### src/rtl/tex_column_walker.sv
// rtl/tex_column_walker.sv - per-column row walker feeding the texture stage and the framebuffer
// Optional macro TEX_TIMEOUT_EN: abandon a texture request after TEX_TIMEOUT wait cycles.
`timescale 1ns/1ps

module tex_column_walker #(
   parameter int         SCREEN_WIDTH  = 320,
   parameter int         SCREEN_HEIGHT = 180,
   parameter logic [7:0] CEIL_COLOR    = 8'h11,
   parameter logic [7:0] FLOOR_COLOR   = 8'h22,
   parameter logic [7:0] FLAT_COLOR    = 8'hFF,
   parameter int         TEX_TIMEOUT   = 64
) (
   input  logic        pixel_clk_in,
   input  logic        rst_in,
   input  logic        col_valid_in,
   output logic        col_ready_out,
   input  logic [8:0]  hcount_ray_in,
   input  logic [7:0]  lineheight_in,
   input  logic [9:0]  drawstart_in,
   input  logic [15:0] wallX_in,
   input  logic [3:0]  texture_in,
   output logic        tex_req_out,
   output logic [15:0] tex_wallX_out,
   output logic [7:0]  tex_lineheight_out,
   output logic [9:0]  tex_drawstart_out,
   output logic [7:0]  tex_vcount_out,
   output logic [3:0]  tex_id_out,
   input  logic [7:0]  tex_pixel_in,
   input  logic        tex_valid_in,
   output logic        fb_we_out,
   output logic [15:0] fb_addr_out,
   output logic [7:0]  fb_data_out,
   output logic        col_done_out
);

   typedef enum logic [1:0] {S_IDLE, S_ROW, S_TEX_WAIT, S_DONE} state_t;

   state_t      state_q;
   logic [7:0]  row_q;
   logic [8:0]  hcount_q;

   logic [7:0]  row_d;
   logic [10:0] row_ext, wall_end_raw, wall_end;
   logic        above, is_wall, textured, in_range, last_row;
   logic [15:0] addr_d;
   logic [7:0]  span_pixel;

`ifdef TEX_TIMEOUT_EN
   logic [15:0] tmo_q;
`else
   logic        unused_tmo;
   assign unused_tmo = ^TEX_TIMEOUT;
`endif

   always_comb begin
      row_ext      = {3'b0, row_q};
      // 11-bit sum cannot overflow; clip so the wall never runs past the last row
      wall_end_raw = {1'b0, tex_drawstart_out} + {3'b0, tex_lineheight_out};
      wall_end     = (wall_end_raw > 11'(SCREEN_HEIGHT)) ? 11'(SCREEN_HEIGHT) : wall_end_raw;
      above        = row_ext < {1'b0, tex_drawstart_out};
      is_wall      = !above && (row_ext < wall_end);
      textured     = (tex_id_out >= 4'd2) && (tex_id_out <= 4'd9);
      in_range     = {1'b0, hcount_q} < 10'(SCREEN_WIDTH);
      last_row     = row_q == 8'(SCREEN_HEIGHT - 1);
      row_d        = row_q + 8'd1;
      addr_d       = 16'(row_q) * 16'(SCREEN_WIDTH) + 16'(hcount_q);
      span_pixel   = is_wall ? FLAT_COLOR : (above ? CEIL_COLOR : FLOOR_COLOR);
   end

   always_ff @(posedge pixel_clk_in) begin
      if (rst_in) begin
         state_q            <= S_IDLE;
         row_q              <= '0;
         hcount_q           <= '0;
         col_ready_out      <= 1'b1;
         tex_req_out        <= 1'b0;
         tex_wallX_out      <= '0;
         tex_lineheight_out <= '0;
         tex_drawstart_out  <= '0;
         tex_vcount_out     <= '0;
         tex_id_out         <= '0;
         fb_we_out          <= 1'b0;
         fb_addr_out        <= '0;
         fb_data_out        <= '0;
         col_done_out       <= 1'b0;
`ifdef TEX_TIMEOUT_EN
         tmo_q              <= '0;
`endif
      end else begin
         fb_we_out    <= 1'b0;
         col_done_out <= 1'b0;
         case (state_q)
            S_IDLE: begin
               if (col_valid_in) begin
                  hcount_q           <= hcount_ray_in;
                  tex_wallX_out      <= wallX_in;
                  tex_lineheight_out <= lineheight_in;
                  tex_drawstart_out  <= drawstart_in;
                  tex_id_out         <= texture_in;
                  row_q              <= '0;
                  col_ready_out      <= 1'b0;
                  state_q            <= S_ROW;
               end
            end
            S_ROW: begin
               if (is_wall && textured && in_range) begin
                  tex_vcount_out <= row_q;
                  tex_req_out    <= 1'b1;
                  state_q        <= S_TEX_WAIT;
`ifdef TEX_TIMEOUT_EN
                  tmo_q          <= '0;
`endif
               end else begin
                  // out-of-range columns still walk every row, silently
                  if (in_range) begin
                     fb_we_out   <= 1'b1;
                     fb_addr_out <= addr_d;
                     fb_data_out <= span_pixel;
                  end
                  if (last_row) begin
                     state_q <= S_DONE;
                  end else begin
                     row_q <= row_d;
                  end
               end
            end
            S_TEX_WAIT: begin
               if (tex_valid_in) begin
                  fb_we_out   <= 1'b1;
                  fb_addr_out <= addr_d;
                  fb_data_out <= tex_pixel_in;
                  tex_req_out <= 1'b0;
                  state_q     <= last_row ? S_DONE : S_ROW;
                  if (!last_row) row_q <= row_d;
               end
`ifdef TEX_TIMEOUT_EN
               else if (tmo_q == 16'(TEX_TIMEOUT - 1)) begin
                  fb_we_out   <= 1'b1;
                  fb_addr_out <= addr_d;
                  fb_data_out <= FLAT_COLOR;
                  tex_req_out <= 1'b0;
                  state_q     <= last_row ? S_DONE : S_ROW;
                  if (!last_row) row_q <= row_d;
               end else begin
                  tmo_q <= tmo_q + 16'd1;
               end
`endif
            end
            S_DONE: begin
               col_done_out  <= 1'b1;
               col_ready_out <= 1'b1;
               row_q         <= '0;
               state_q       <= S_IDLE;
            end
            default: state_q <= S_IDLE;
         endcase
      end
   end

endmodule

### config.mk
export PLATFORM = sky130hd
export DESIGN_NAME = tex_column_walker
export DESIGN_NICKNAME = d
export VERILOG_FILES = /design/src/rtl/tex_column_walker.sv
export SDC_FILE = /design/constraint.sdc
export NUM_CORES = 1
export LEC_CHECK = 0
export CORE_MARGIN = 2
export CORE_UTILIZATION = 54
export CTS_CLUSTER_SIZE = 25
export DETAILED_ROUTE_END_ITERATION = 10
export PLACE_DENSITY = 0.92
export RECOVER_POWER = 50
export SLEW_MARGIN = 10
export SYNTH_ARGS = -nofsm -noshare
export SYNTH_HDL_FRONTEND = slang
export SYNTH_SLANG_ARGS = --single-unit
### constraint.sdc
create_clock -name pixel_clk_in -period 6.56 [get_ports pixel_clk_in]
set_input_delay 1.312 -clock pixel_clk_in [delete_from_list [all_inputs] [get_ports pixel_clk_in]]
set_output_delay 1.312 -clock pixel_clk_in [all_outputs]
set_load 0.01 [all_outputs]
Word level (Yosys, flattened, before mapping)
Cells that the tools add are included.
{ "totals": {"romBits": 0, "out_inout_bits": 74, "input_bits": 59, "word_cells": 81, "mem_count": 0, "ramBits": 0, "latch_bits": 0, "reg_bits": 93} }
{ "classes": {"shifts": 0, "addsub": 3, "div": 0, "n_eq_ne": 10, "n_mux": 32, "n_mul": 1, "n_lt_le_gt_ge": 6, "bitwise_logic": 0, "reduce_logical": 15} }
{ "ops": {"columns": ["cell", "count"], "rows": [
  ["8-bit two-way mux", 8],
  ["16-bit two-way mux", 3],
  ["16-bit one-hot mux with 2 select lines", 1],
  ["8-bit one-hot mux with 4 select lines", 1],
  ["16-bit by 9-bit adder with 16-bit output", 1],
  ["8-bit one-hot mux with 2 select lines", 1],
  ["10-bit by 8-bit adder with 11-bit output", 1],
  ["11-bit by 8-bit greater-than comparator with 1-bit output (second input constant)", 1],
  ["8-bit by 11-bit less-than comparator with 1-bit output", 1],
  ["11-bit two-way mux", 1],
  ["8-bit by 10-bit less-than comparator with 1-bit output", 1],
  ["8-bit by 3-bit multiplier with 10-bit output (second input constant)", 1],
  ["2-bit two-way mux", 5],
  ["2-bit inequality test (second input constant)", 5],
  ["9-bit less-than comparator (second input constant)", 1],
  ["3-bit AND reduction", 3],
  ["8-bit by 1-bit adder with 8-bit output (second input constant)", 1],
  ["8-bit equality test (second input constant)", 1],
  ["2-bit one-hot mux with 4 select lines", 1],
  ["1-bit two-way mux", 7],
  ["6-bit two-way mux", 1],
  ["1-bit one-hot mux with 2 select lines", 3],
  ["2-bit AND reduction", 3],
  ["2-bit equality test (second input constant)", 2],
  ["9 further kinds", 13]
]} }

Longest topological paths before layout
Gate-level depths: netlist of run 1.
{ "logic_depth": {"depth_word": 9, "ltp_mapped": 21, "depth_no_buf": 19} }

Worst setup path after synthesis of run 1
Ideal clock, no wire load.
{ "synth_path": {"kind": "register to register", "start": "reg tex_drawstart_out[0]", "end": "reg fb_data_out[2]", "path_stages_with_launch": 21, "period_less_slack_ns": 4.386, "setup_slack_ns": 2.174, "setup_ns": 0.138, "t_required_ns": 6.422, "path_buffers": 1, "t_arrival_ns": 4.247, "path_cell_list": "dfxtp_1 > ha_1 > inv_1 > fa_1 > nand2b_1 > a21oi_2 > xor2_1 > o2111ai_1 > a211oi_4 > or2_2 > nor2_1 > ha_1 > a21o_1 > a21o_1 > a311o_1 > nand4b_1 > a21o_1 > o211a_4 > buf_4 > o2111ai_2 > a32oi_1"} }
{ "synth_via": {"elab_chain_len": 9, "word_cells_on_any_way": 15, "classes_between": "add/sub: 1; order compare: 3; eq/ne: 1; mux: 5; reduce/logical: 5"} }
{ "synth_rtl": {"columns": ["item", "line_no", "rtl"], "rows": [
  ["start, declared", "25", "output logic [9:0] tex_drawstart_out,"],
  ["start signal, assigned", "98", "tex_drawstart_out <= drawstart_in;"],
  ["10-bit by 8-bit adder with 11-bit output", "58", "wall_end_raw = {1'b0, tex_drawstart_out} + {3'b0, tex_lineheight_out};"],
  ["11-bit by 8-bit greater-than comparator with 1-bit output", "59", "wall_end = (wall_end_raw > 11'(SCREEN_HEIGHT)) ? 11'(SCREEN_HEIGHT) : wall_end_raw;"],
  ["11-bit two-way mux", "59", null],
  ["8-bit by 11-bit less-than comparator with 1-bit output", "61", "is_wall = !above && (row_ext < wall_end);"],
  ["1-bit logical AND (*)", "61", null],
  ["8-bit two-way mux or 1-bit logical AND (tied branches)", "67, 106", null],
  ["8-bit two-way mux or 1-bit logical AND (tied branches)", "115, 106", null],
  ["8-bit two-way mux or 2-bit inequality test (tied branches)", null, null],
  ["8-bit one-hot mux with 2 select lines or 4-bit AND reduction (tied branches)", null, null],
  ["end signal, assigned", "118", "fb_data_out <= span_pixel;"],
  ["end signal, assigned", "131", "fb_data_out <= tex_pixel_in;"],
  ["end, declared", "32", "output logic [7:0] fb_data_out,"]
]} }
Every way passes the cells marked *; elsewhere a longest branch is shown, timed or not. The select of a mux whose other input is x is not followed.
A chain may end at the register's enable or synchronous reset.

Worst setup path after layout of run 1
{ "layout_path": {"start": "reg tex_drawstart_out[0]", "end": "reg fb_addr_out[7]"} }
{ "layout_via": {"elab_chain_len": 9, "word_cells_on_any_way": 11, "classes_between": "add/sub: 1; order compare: 3; eq/ne: 1; mux: 1; reduce/logical: 5"} }
{ "layout_rtl": {"columns": ["item", "line_no", "rtl"], "rows": [
  ["10-bit by 8-bit adder with 11-bit output", "58", null],
  ["11-bit by 8-bit greater-than comparator with 1-bit output", "59", null],
  ["11-bit two-way mux", "59", null],
  ["8-bit by 11-bit less-than comparator with 1-bit output", "61", null],
  ["1-bit logical AND (*)", "61", null],
  ["1-bit logical AND (*) (2 in a row)", "106", "if (is_wall && textured && in_range) begin"],
  ["2-bit inequality test (no source line) (*)", null, null],
  ["4-bit AND reduction (no source line) (*)", null, null],
  ["end signal, assigned", "117", "fb_addr_out <= addr_d;"],
  ["end signal, assigned", "130", "fb_addr_out <= addr_d;"],
  ["end, declared", "31", "output logic [15:0] fb_addr_out,"]
]} }
Every way passes the cells marked *; elsewhere a longest branch is shown, timed or not.

==> summary.txt, run 1 <==
Drt
  – Drt pass-1 iters: 5
  – DR vias: 5,211
  – DRT iter0 DRCs: 406
  – Final wirelength: 14,500 µm
  – DRC: 0
  – DR WL/cell: 16.29 µm
  – Routed vias/inst: 5.855
  – Final ANT Viol Nets: 0

Power and ir drop
  – Clock network fraction of design power: 21.6%
  – Sw Pwr: 861.7 µW
  – Seq pwr share: 34.8%
  – Leak: 0.002789 µW
  – Max VDD drop: 0.2174 mV
  – Power Dens Cells: 304.7 nW/µm²
  – Logic pwr share: 43.6%
  – Pint: 1211 µW
  – Net Sw Frac: 41.57%

Layout
  – Final #Nets: 860
  – Synth-to-Final Area Change: 29.63%
  – Fin util: 72.94%
  – Final instance area: 6804 µm²
  – Share of cells above drive strength 1: 4.599%
  – Antenna Cells: 0

Synth
  – Post-synthesis cell type count: 56
  – Post-Syn Area: 5249 µm²
  – Post-synthesis cell count: 650
  – FFs w/ async S/R, synth: 0%
  – Synth warn: 0
  – Number of synthesized flops with an enable pin: 0
  – Flops & latches, synth: 93
  – Top FF cell, synth: dfxtp_1
  – Synth area leaders: dfxtp_1 (35%), ha_1 (10%), nand2_1 (9.4%)
  – Post-synth net total: 754
  – Dominant cell type by area after synthesis: dfxtp_1
  – Synth Area per Inst: 8.075 µm²
  – Share of Yosys cell area claimed by the top area cell type: 35.47%
  – Sequential share of the synthesized area: 35.47%

STA
  – Hold Slack: 0.4590 ns
  – Max Clock Freq: 0.1885 GHz
  – Period utilization: 80.86%
  – RSZ-0062 raised after global routing: no
  – Final hold vios: 0
  – Setup violators final: 0
  – Worst-Margin Slew: 1.854 ns
  – Worst Skew: 0.01680 ns
  – Slew headroom: -23.62%
  – Total negative slack: 0 ns
  – Max Slew Vio Count: 47
  – Period minus WS final: 5.304 ns

Place
  – IO Port Bufs: 132
  – Cell Area, Placed: 6573 µm²
  – Dpl hpwl: 10,540 µm
  – RD Place Congestion: 0.8666

Critical path
  – CP max stage delay: 0.61 ns
  – CP Max Fanout: 18
  – Required @ worst endpoint: 6.83 ns
  – Slowest-stage cell, CP: o21ai_2
  – Worst Setup End Kind: flip-flop
  – Crit path DAT: 5.58 ns
  – Crit start category: flip-flop
  – Crit path buf inv count: 2
  – Critical path, cell by cell: ha_1 -> inv_1 -> fa_1 -> nand2b_1 -> a21oi_2 -> xor2_1 -> o2111ai_1 -> a211oi_4 -> or2_2 -> nor2_1 -> ha_1 -> a21o_1 -> a21o_1 -> a311o_1 -> nand4b_1 -> a21o_1 -> o21ai_2 -> buf_4 -> o21ai_1 -> o211a_1
  – Critical path class: reg -> reg
  – Top cell family by delay on the critical path: compound AO/OA/AOI/OAI gates
  – Most common cell on crit path: a21o_1

Job
  – Max-capacitance violation count: 1

Floorplan
  – IO Count: 133
  – Die Wd: 102.6 µm
  – Die area: 10,520 µm²
  – Die Ht: 102.6 µm
  – Row cnt: 35
  – Initial Util: 56.27%
  – Core area: 9328 µm²

Global routing
  – Largest net degree at the start of global routing: 87
  – Antenna violations before repair: 0
  – Vias in the first global route: 5,074
  – Global route overflow: 0
  – All-layer global routing usage: 28.09%
  – First-pass GRT wire length: 23,670 µm

CTS
  – Clock root cell: clkbuf_8
  – CTS tree: done
  – Clock Sinks: 93
  – Hold-fix buffers, CTS: 0
  – CTS resizes: 0
  – Clock buffer count from CTS: 9
  – Htree depth: 3
  – Clock edge transition at the registers on the reported setup and hold paths: 0.10 ns
  – Clock Tree Buf Depth: 2
  – Post-CTS Setup Bufs: 0
  – Clk Latency, worst-skew pair: 0.37 ns

Outcome
  – Status: complete, but fails checks
  – Failing checks: capacitance limit, slew limit

Min path
  – Hold Crit Class: reg -> reg
[synth_stat cells (6+ instances only)]
master	n
o21ai_0	27
clkbuf_1	32
nor2b_1	8
a21oi_1	84
nand3_1	22
o31ai_1	9
nor2_1	13
inv_1	31
nand4b_1	7
ha_1	42
nand2b_1	6
nand2_1	132
dfxtp_1	93
o211ai_1	17
a21o_1	9
o2111ai_1	12
xnor2_1	12
o32ai_1	7
[power groups by stage]
stage | clock network (µW) | logic, µW | registers [µW]
3_5_place_dp | 0 | 899 | 734
4_1_cts | 452 | 909 | 722
2_1_floorplan | 0 | 590 | 747
6_report | 448 | 904 | 721
5_1_grt | 473 | 997 | 733
3_3_place_gp | 0 | 871 | 730
[layer usage]
layer  global-route usage [%]  share of wire, %
met3                    7.119               6.9
met1                    35.73                42
met4                    9.744               2.1
met2                    46.46                48
met5                        0                 0
[cell families after synthesis]
kind of cell	synth area share, %
XOR/XNOR	2.670
adder cells (fa/ha/maj)	11.16
AND/OR/NAND/NOR	19.24
flip-flops	35.47
buffers and inverters	5.864
AO/OA/AOI/OAI	25.60
[state kept, by name (all words and copies together), names as in the netlist, 4 cells and up]
| register | flops |
|---|---|
| fb_addr_out | 16 |
| tex_wallX_out | 16 |
| tex_drawstart_out | 10 |
| hcount_q | 9 |
| fb_data_out | 8 |
| row_q | 8 |
| tex_lineheight_out | 8 |
| tex_vcount_out | 8 |
| tex_id_out | 4 |
[area by class of cell]
type | instances | area, µm²
Tap cell | 129 | 161.4
Sequential cell | 93 | 1862
Clock buffer | 9 | 123.9
Fill cell | 723 | 2524
Multi-Input combinational cell | 484 | 3079
Inverter | 31 | 116.4
Clock inverter | 7 | 111.4
Timing Repair Buffer | 137 | 1350
[metrics by stage]
step / setup slack (ns) / std cells / power (µW)
3_3_place_gp: 1.511 / 874 / 1600
2_1_floorplan: 2.174 / 650 / 1337
4_1_cts: 1.340 / 890 / 2084
5_1_grt: 0.9688 / 890 / 2204
3_5_place_dp: 1.371 / 874 / 1633
6_report: 1.256 / 890 / 2073
[tightest hold or removal path: stages (launching register included)]
cell     delay (ns)
dfxtp_1        0.32
nand2_1        0.05
a21oi_1        0.05
[final timing paths]
check                       start                to  slack (ns)  depth (start not counted)
max          tex_drawstart_out[0]    fb_addr_out[7]        1.26                         20
min              tex_wallX_out[7]  tex_wallX_out[7]        0.46                          2
max reg2reg  tex_drawstart_out[0]    fb_addr_out[7]        1.26                         20
min reg2reg      tex_wallX_out[7]  tex_wallX_out[7]        0.46                          2
[cells in the final DEF, fill, tap and decap left out, types with 7 or more instances in the layout]
cell type and n:
dfxtp_1 93, xnor2_1 12, nor2_1 13, dlygate4sd3_1 61, o21ai_0 27, nand2_1 132, o211ai_1 17, inv_1 31
o32ai_1 7, o31ai_1 9, nand4b_1 7, o2111ai_1 12, a21oi_1 84, nand3_1 22, ha_1 42, clkbuf_8 9
a21o_1 9, clkdlybuf4s50_1 70, nor2b_1 8
Power figures use the tool's default switching activity.
==> run 2: changes to the inputs <==
- CORE_UTILIZATION: 54 -> 50
- PLACE_DENSITY: 0.92 -> 0.86
- clock period: 6.56 -> 5.07 ns (I/O delays scaled with it)
==> summary.txt, run 2 (synthesized netlist as in run 1, its figures left out) <==
Critical path
  – Worst r2r path cells: 18
  – Worst Setup End Kind: flip-flop
  – RR Endpoint: row_q[2]
  – Crit path buf inv count: 1
  – CP Max Fanout: 11
  – Worst r2r src: tex_drawstart_out[0]
  – Top cell family by delay on the critical path: compound AO/OA/AOI/OAI gates
  – Setup slack, reg-to-reg: 0.30 ns
  – Critical path, cell by cell: ha_1 -> inv_1 -> fa_1 -> nand2b_1 -> a21oi_1 -> o22ai_1 -> xor2_1 -> a211oi_4 -> or2_2 -> nor2_1 -> ha_1 -> a21o_1 -> a21o_1 -> a311o_1 -> or3_1 -> o21a_1 -> o2111ai_2 -> o32ai_1
  – Start point of the critical path: tex_drawstart_out[0]
  – CP max stage delay: 0.47 ns
  – Crit start category: flip-flop
  – Critical path class: reg -> reg
  – Crit path DAT: 4.98 ns
  – Slowest-stage cell, CP: or3_1
  – Required @ worst endpoint: 5.29 ns

CTS
  – Hold-fix buffers, CTS: 0
  – Clk Latency, worst-skew pair: 0.37 ns
  – Clock Sinks: 93
  – Clock buffer count from CTS: 9
  – Clock Tree Buf Depth: 2
  – CTS tree: done
  – Htree depth: 3
  – Clock root cell: clkbuf_8
  – Clock edge transition at the registers on the reported setup and hold paths: 0.10 ns

Layout
  – Most frequent cells in the layout: nand2_1 (132), dfxtp_1 (93), a21oi_1 (84), clkdlybuf4s50_1 (66), dlygate4sd3_1 (65)
  – Share of cells above drive strength 1: 5.483%
  – Commonest non-fill, non-tap cell in the layout: nand2_1
  – Synth-to-Final Area Change: 30.35%
  – Biggest regs: fb_addr_out (16), tex_wallX_out (16), tex_drawstart_out (10)
  – Final #Nets: 865
  – Final instance area: 6842 µm²
  – Fin util: 66.57%

Floorplan
  – Initial Util: 51.07%
  – Die area: 11,330 µm²
  – Die Wd: 106.5 µm
  – IO Count: 133
  – Core area: 10,280 µm²
  – Row cnt: 37
  – Die Ht: 106.5 µm

Power and ir drop
  – Pint: 1501 µW
  – Sw Pwr: 1117 µW
  – Logic pwr share: 46.0%
  – Seq pwr share: 35.6%
  – Clock network fraction of design power: 18.4%
  – Net Sw Frac: 42.67%
  – Power Dens Cells: 382.8 nW/µm²
  – Leak: 0.002812 µW
  – Max VDD drop: 0.2050 mV

Min path
  – Worst Min Path Start: tex_wallX_out[3]
  – Hold Crit Class: reg -> reg
  – Hold Path Stages: 2
  – Worst hold endpoint: tex_wallX_out[3]

Global routing
  – First-pass GRT wire length: 24,160 µm
  – Largest net degree at the start of global routing: 83
  – Global route overflow: 0
  – Vias in the first global route: 5,322
  – Antenna violations before repair: 1
  – All-layer global routing usage: 25.80%

STA
  – Max Slew Vio Count: 0
  – Setup violators final: 0
  – Period utilization: 94.02%
  – Worst setup margin: 0.3033 ns
  – Max Clock Freq: 0.2098 GHz
  – Period minus WS final: 4.767 ns
  – Worst Skew: 0.01410 ns
  – Worst-Margin Slew: 1.000 ns
  – Hold Slack: 0.4561 ns
  – Slew headroom: 33.25%
  – Final hold vios: 0

Place
  – Placement Setup Slack: 0.01660 ns
  – Cell Area, Placed: 6581 µm²
  – RD Place Congestion: 0.9116
  – Dpl hpwl: 10,630 µm
  – IO Port Bufs: 132

Drt
  – DR vias: 5,265
  – Routed vias/inst: 5.831
  – DR WL/cell: 16.10 µm
  – DRT iter0 DRCs: 272
  – Final wirelength: 14,540 µm
  – Final ANT Viol Nets: 0
  – DRC: 0
  – Drt pass-1 iters: 7

Job
  – Max-capacitance violation count: 0

Outcome
  – Status: finished, final reports clean
-- run 2: cell types whose count changed in the layout (fill, tap and decap cells not counted), sizes merged --
cell,previous run,this run
buf,5,11
bufinv,2,0
clkdlybuf4s50,70,66
clkinv,2,1
clkinvlp,0,2
diode,0,1
dlygate4sd3,61,65
-- run 2: worst max-delay path by stage --
stage	to	slack (ns)	depth (start not counted)
5_1_grt	row_q[2]	-0.0007	18
4_1_cts	row_q[1]	0.11	20
6_report	row_q[2]	0.30	18
2_1_floorplan	fb_data_out[2]	0.68	20
3_5_place_dp	row_q[1]	0.02	20
3_3_place_gp	row_q[1]	0.25	20
-- run 2: timing repair --
action / in CTS / in global routing
setup endpoints to repair: 1 / 36
pin swaps: 0 / 2
gates resized for setup: 1 / 2
buffers inserted: 0 / 5
-- run 2: power groups by stage --
stage	combinational [µW]	clock (µW)	sequential (µW)
after CTS	1180	484	933
after global routing	1330	513	946
after detailed placement	1170	0	949
after global placement	1120	0	946
final	1200	481	933
after floorplan	764	0	966
-- run 2: worst min-delay path, cell delays in order (launching register included) --
cell     delay [ns]
dfxtp_1        0.32
nand2_1        0.05
a21oi_1        0.05
-- run 2: cell type report --
cell class	count	area, µm²
antenna	1	2.502
clock buffer	10	137.6
clock inverter	6	52.55
fill	871	3436
inverter	31	116.4
multi-input combinational	484	3097
sequential	93	1862
tap	136	170.2
timing repair buffer	142	1404
-- run 2: metal layers --
metal  global-route usage (%)  routed length (µm)  vias to the layer above  part of all wire (%)
met3                    5.763                1050                       37                   7.2
li1                         -                   -                     2549                     -
met5                        0                   0                        -                     0
met4                    11.04                 388                        0                   2.7
met1                    31.13                5957                     2450                    41
met2                    44.14                7140                      229                    49
-- run 2: per-stage QoR --
stage | instances | TNS, ns | total power (µW)
2_1_floorplan | 650 | 0 | 1730
3_3_place_gp | 881 | 0 | 2065
3_5_place_dp | 881 | 0 | 2119
4_1_cts | 897 | 0 | 2596
5_1_grt | 903 | -0.0006812 | 2787
6_report | 903 | 0 | 2619
==> run 3: changes to the inputs <==
- ABC_AREA: not set -> 0
- CAP_MARGIN: not set -> 20
- clock period: 5.07 -> 4.7 ns (I/O delays scaled with it)
==> summary.txt, run 3 (synthesized netlist as in run 1, its figures left out) <==
Layout
  – Commonest non-fill, non-tap cell in the layout: nand2_1
  – Synth-to-Final Area Change: 31.82%
  – Most frequent cells in the layout: nand2_1 (132), dfxtp_1 (91), a21oi_1 (83), dlygate4sd3_1 (75), clkdlybuf4s50_1 (56)
  – Antenna Cells: 0
  – Biggest regs: fb_addr_out (16), tex_wallX_out (16), tex_drawstart_out (10)
  – Final #Nets: 867
  – Share of cells above drive strength 1: 6.901%
  – Fillers: 868
  – Cell Count, Final, Fillers Out: 904

STA
  – Hold Slack: 0.4540 ns
  – Max Slew Vio Count: 0
  – Final hold vios: 0
  – Setup violators final: 0
  – Max Clock Freq: 0.2219 GHz
  – Slew headroom: 21.08%
  – Worst setup margin: 0.1939 ns
  – Worst-Margin Slew: 1.184 ns
  – Worst Skew: 0.01734 ns
  – Period utilization: 95.87%
  – Period minus WS final: 4.506 ns

Min path
  – Hold Crit Class: reg -> reg
  – Worst Min Path Start: fb_data_out[3]
  – Hold Path Stages: 2
  – Worst hold endpoint: fb_data_out[3]

Power and ir drop
  – Max VDD drop: 0.2674 mV
  – Leak: 0.002871 µW
  – Logic pwr share: 45.8%
  – Pint: 1685 µW
  – Sw Pwr: 1215 µW
  – Seq pwr share: 34.7%
  – Net Sw Frac: 41.90%
  – Power Dens Cells: 419.0 nW/µm²
  – Clock network fraction of design power: 19.6%

Drt
  – Final wirelength: 14,920 µm
  – Routed vias/inst: 5.741
  – Final ANT Viol Nets: 0
  – DR vias: 5,190
  – Drt pass-1 iters: 5
  – DR WL/cell: 16.50 µm
  – DRC: 0
  – DRT iter0 DRCs: 267

Critical path
  – Worst Setup End Kind: flip-flop
  – Worst r2r src: tex_drawstart_out[0]
  – Critical path class: reg -> reg
  – Required @ worst endpoint: 4.91 ns
  – Setup slack, reg-to-reg: 0.19 ns
  – RR Endpoint: fb_data_out[0]
  – Crit path DAT: 4.72 ns
  – Worst r2r path cells: 20
  – CP Max Fanout: 6
  – Crit start category: flip-flop

Global routing
  – First-pass GRT wire length: 24,120 µm
  – Antenna violations before repair: 0
  – All-layer global routing usage: 26.12%
  – Global route overflow: 0
  – Vias in the first global route: 5,084
  – Largest net degree at the start of global routing: 77

Job
  – Max-capacitance violation count: 0

CTS
  – Htree depth: 3
  – Clk Latency, worst-skew pair: 0.37 ns
  – CTS tree: done
  – Clock root cell: clkbuf_8
  – Clock Tree Buf Depth: 2
  – Clock edge transition at the registers on the reported setup and hold paths: 0.10 ns
  – Clock buffer count from CTS: 9
  – Clock Sinks: 93

Floorplan
  – IO Count: 133
  – Initial Util: 51.07%
  – Die Wd: 106.5 µm
  – Die area: 11,330 µm²
  – Die Ht: 106.5 µm
  – Row cnt: 37
  – Core area: 10,280 µm²

Place
  – IO Port Bufs: 132
  – Placement Setup Slack: 0.09181 ns
  – RD Place Congestion: 0.8535
  – Dpl hpwl: 10,700 µm
  – Placed cells: 885

Outcome
  – Status: finished, final reports clean
==> run 3: cell count changes in the layout (fill, tap and decap cells not counted), sizes merged <==
cell           delta
diode             -1
inv               -1
bufinv            +1
clkinvlp          -2
clkdlybuf4s50    -10
o211a             +1
dlygate4sd3      +10
clkbuf            +2
clkinv            +1
==> run 3: worst max path at each step <==
stage | startpoint | endpoint | slack (ns) | cells past startpoint
2_1_floorplan | tex_drawstart_out[0] | fb_data_out[2] | 0.31 | 20
3_3_place_gp | tex_drawstart_out[0] | row_q[6] | 0.26 | 18
3_5_place_dp | tex_drawstart_out[0] | row_q[5] | 0.09 | 18
4_1_cts | tex_drawstart_out[0] | row_q[5] | 0.04 | 18
5_1_grt | tex_drawstart_out[0] | state_q[0] | -0.05 | 20
6_report | tex_drawstart_out[0] | fb_data_out[0] | 0.19 | 20
==> run 3: timing repair <==
action	CTS	global route
setup endpoints to repair	0	44
hold buffers	0	0
resized for setup	0	18
buffers inserted	0	1
==> run 3: metrics by stage <==
| stage | cell area [µm²] | utilization (%) | total power, µW | setup TNS (ns) |
|---|---|---|---|---|
| final | 6919 | 67.32 | 2899 | 0 |
| after global routing | 6919 | 67.32 | 3087 | -0.2861 |
| after CTS | 6818 | 66.34 | 2871 | 0 |
| after detailed placement | 6611 | 64.33 | 2299 | 0 |
| after global placement | 6611 | 64.33 | 2252 | 0 |
| after floorplan | 5249 | - | 1867 | 0 |
==> run 3: cell type report <==
cell class / count / area [µm²] / share of cell area, %
timing repair buffer: 143 / 1406 / 20.33
tap: 136 / 170.2 / 2.459
inverter: 31 / 116.4 / 1.682
clock inverter: 5 / 65.06 / 0.9403
multi-input combinational: 485 / 3156 / 45.61
sequential: 93 / 1864 / 26.94
clock buffer: 11 / 141.4 / 2.043
==> run 3: metal layers <==
layer	track usage (%)	vias up	wire length, µm
met5	0	-	0
met4	10.02	0	373
met3	5.518	34	909
met2	44.83	196	7279
met1	32.06	2422	6357
li1	-	2538	-
==> run 3: critical path, stage by stage, from the launching register on <==
cell and delay [ns]:
dfxtp_2 0.36, ha_1 0.16, inv_1 0.05, fa_1 0.41, nand2b_4 0.18, a21oi_2 0.17
o21a_1 0.16, nand4b_1 0.15, and2_4 0.19, or2_2 0.32, nor2_2 0.11, ha_1 0.25
a21o_1 0.16, a21o_1 0.18, a311o_1 0.36, nand4b_1 0.20, a21o_4 0.25, o211a_4 0.30
o21ai_4 0.16, buf_6 0.15, o41ai_1 0.08
==> run 3: power by group through the flow <==
stage               Sequential [µW]  Clock [µW]  Combinational, µW
CTS                            1010         581               1280
global placement               1020           0               1230
detailed placement             1020           0               1280
finish                         1010         567               1330
floorplan                      1040           0                824
global route                   1020         607               1460
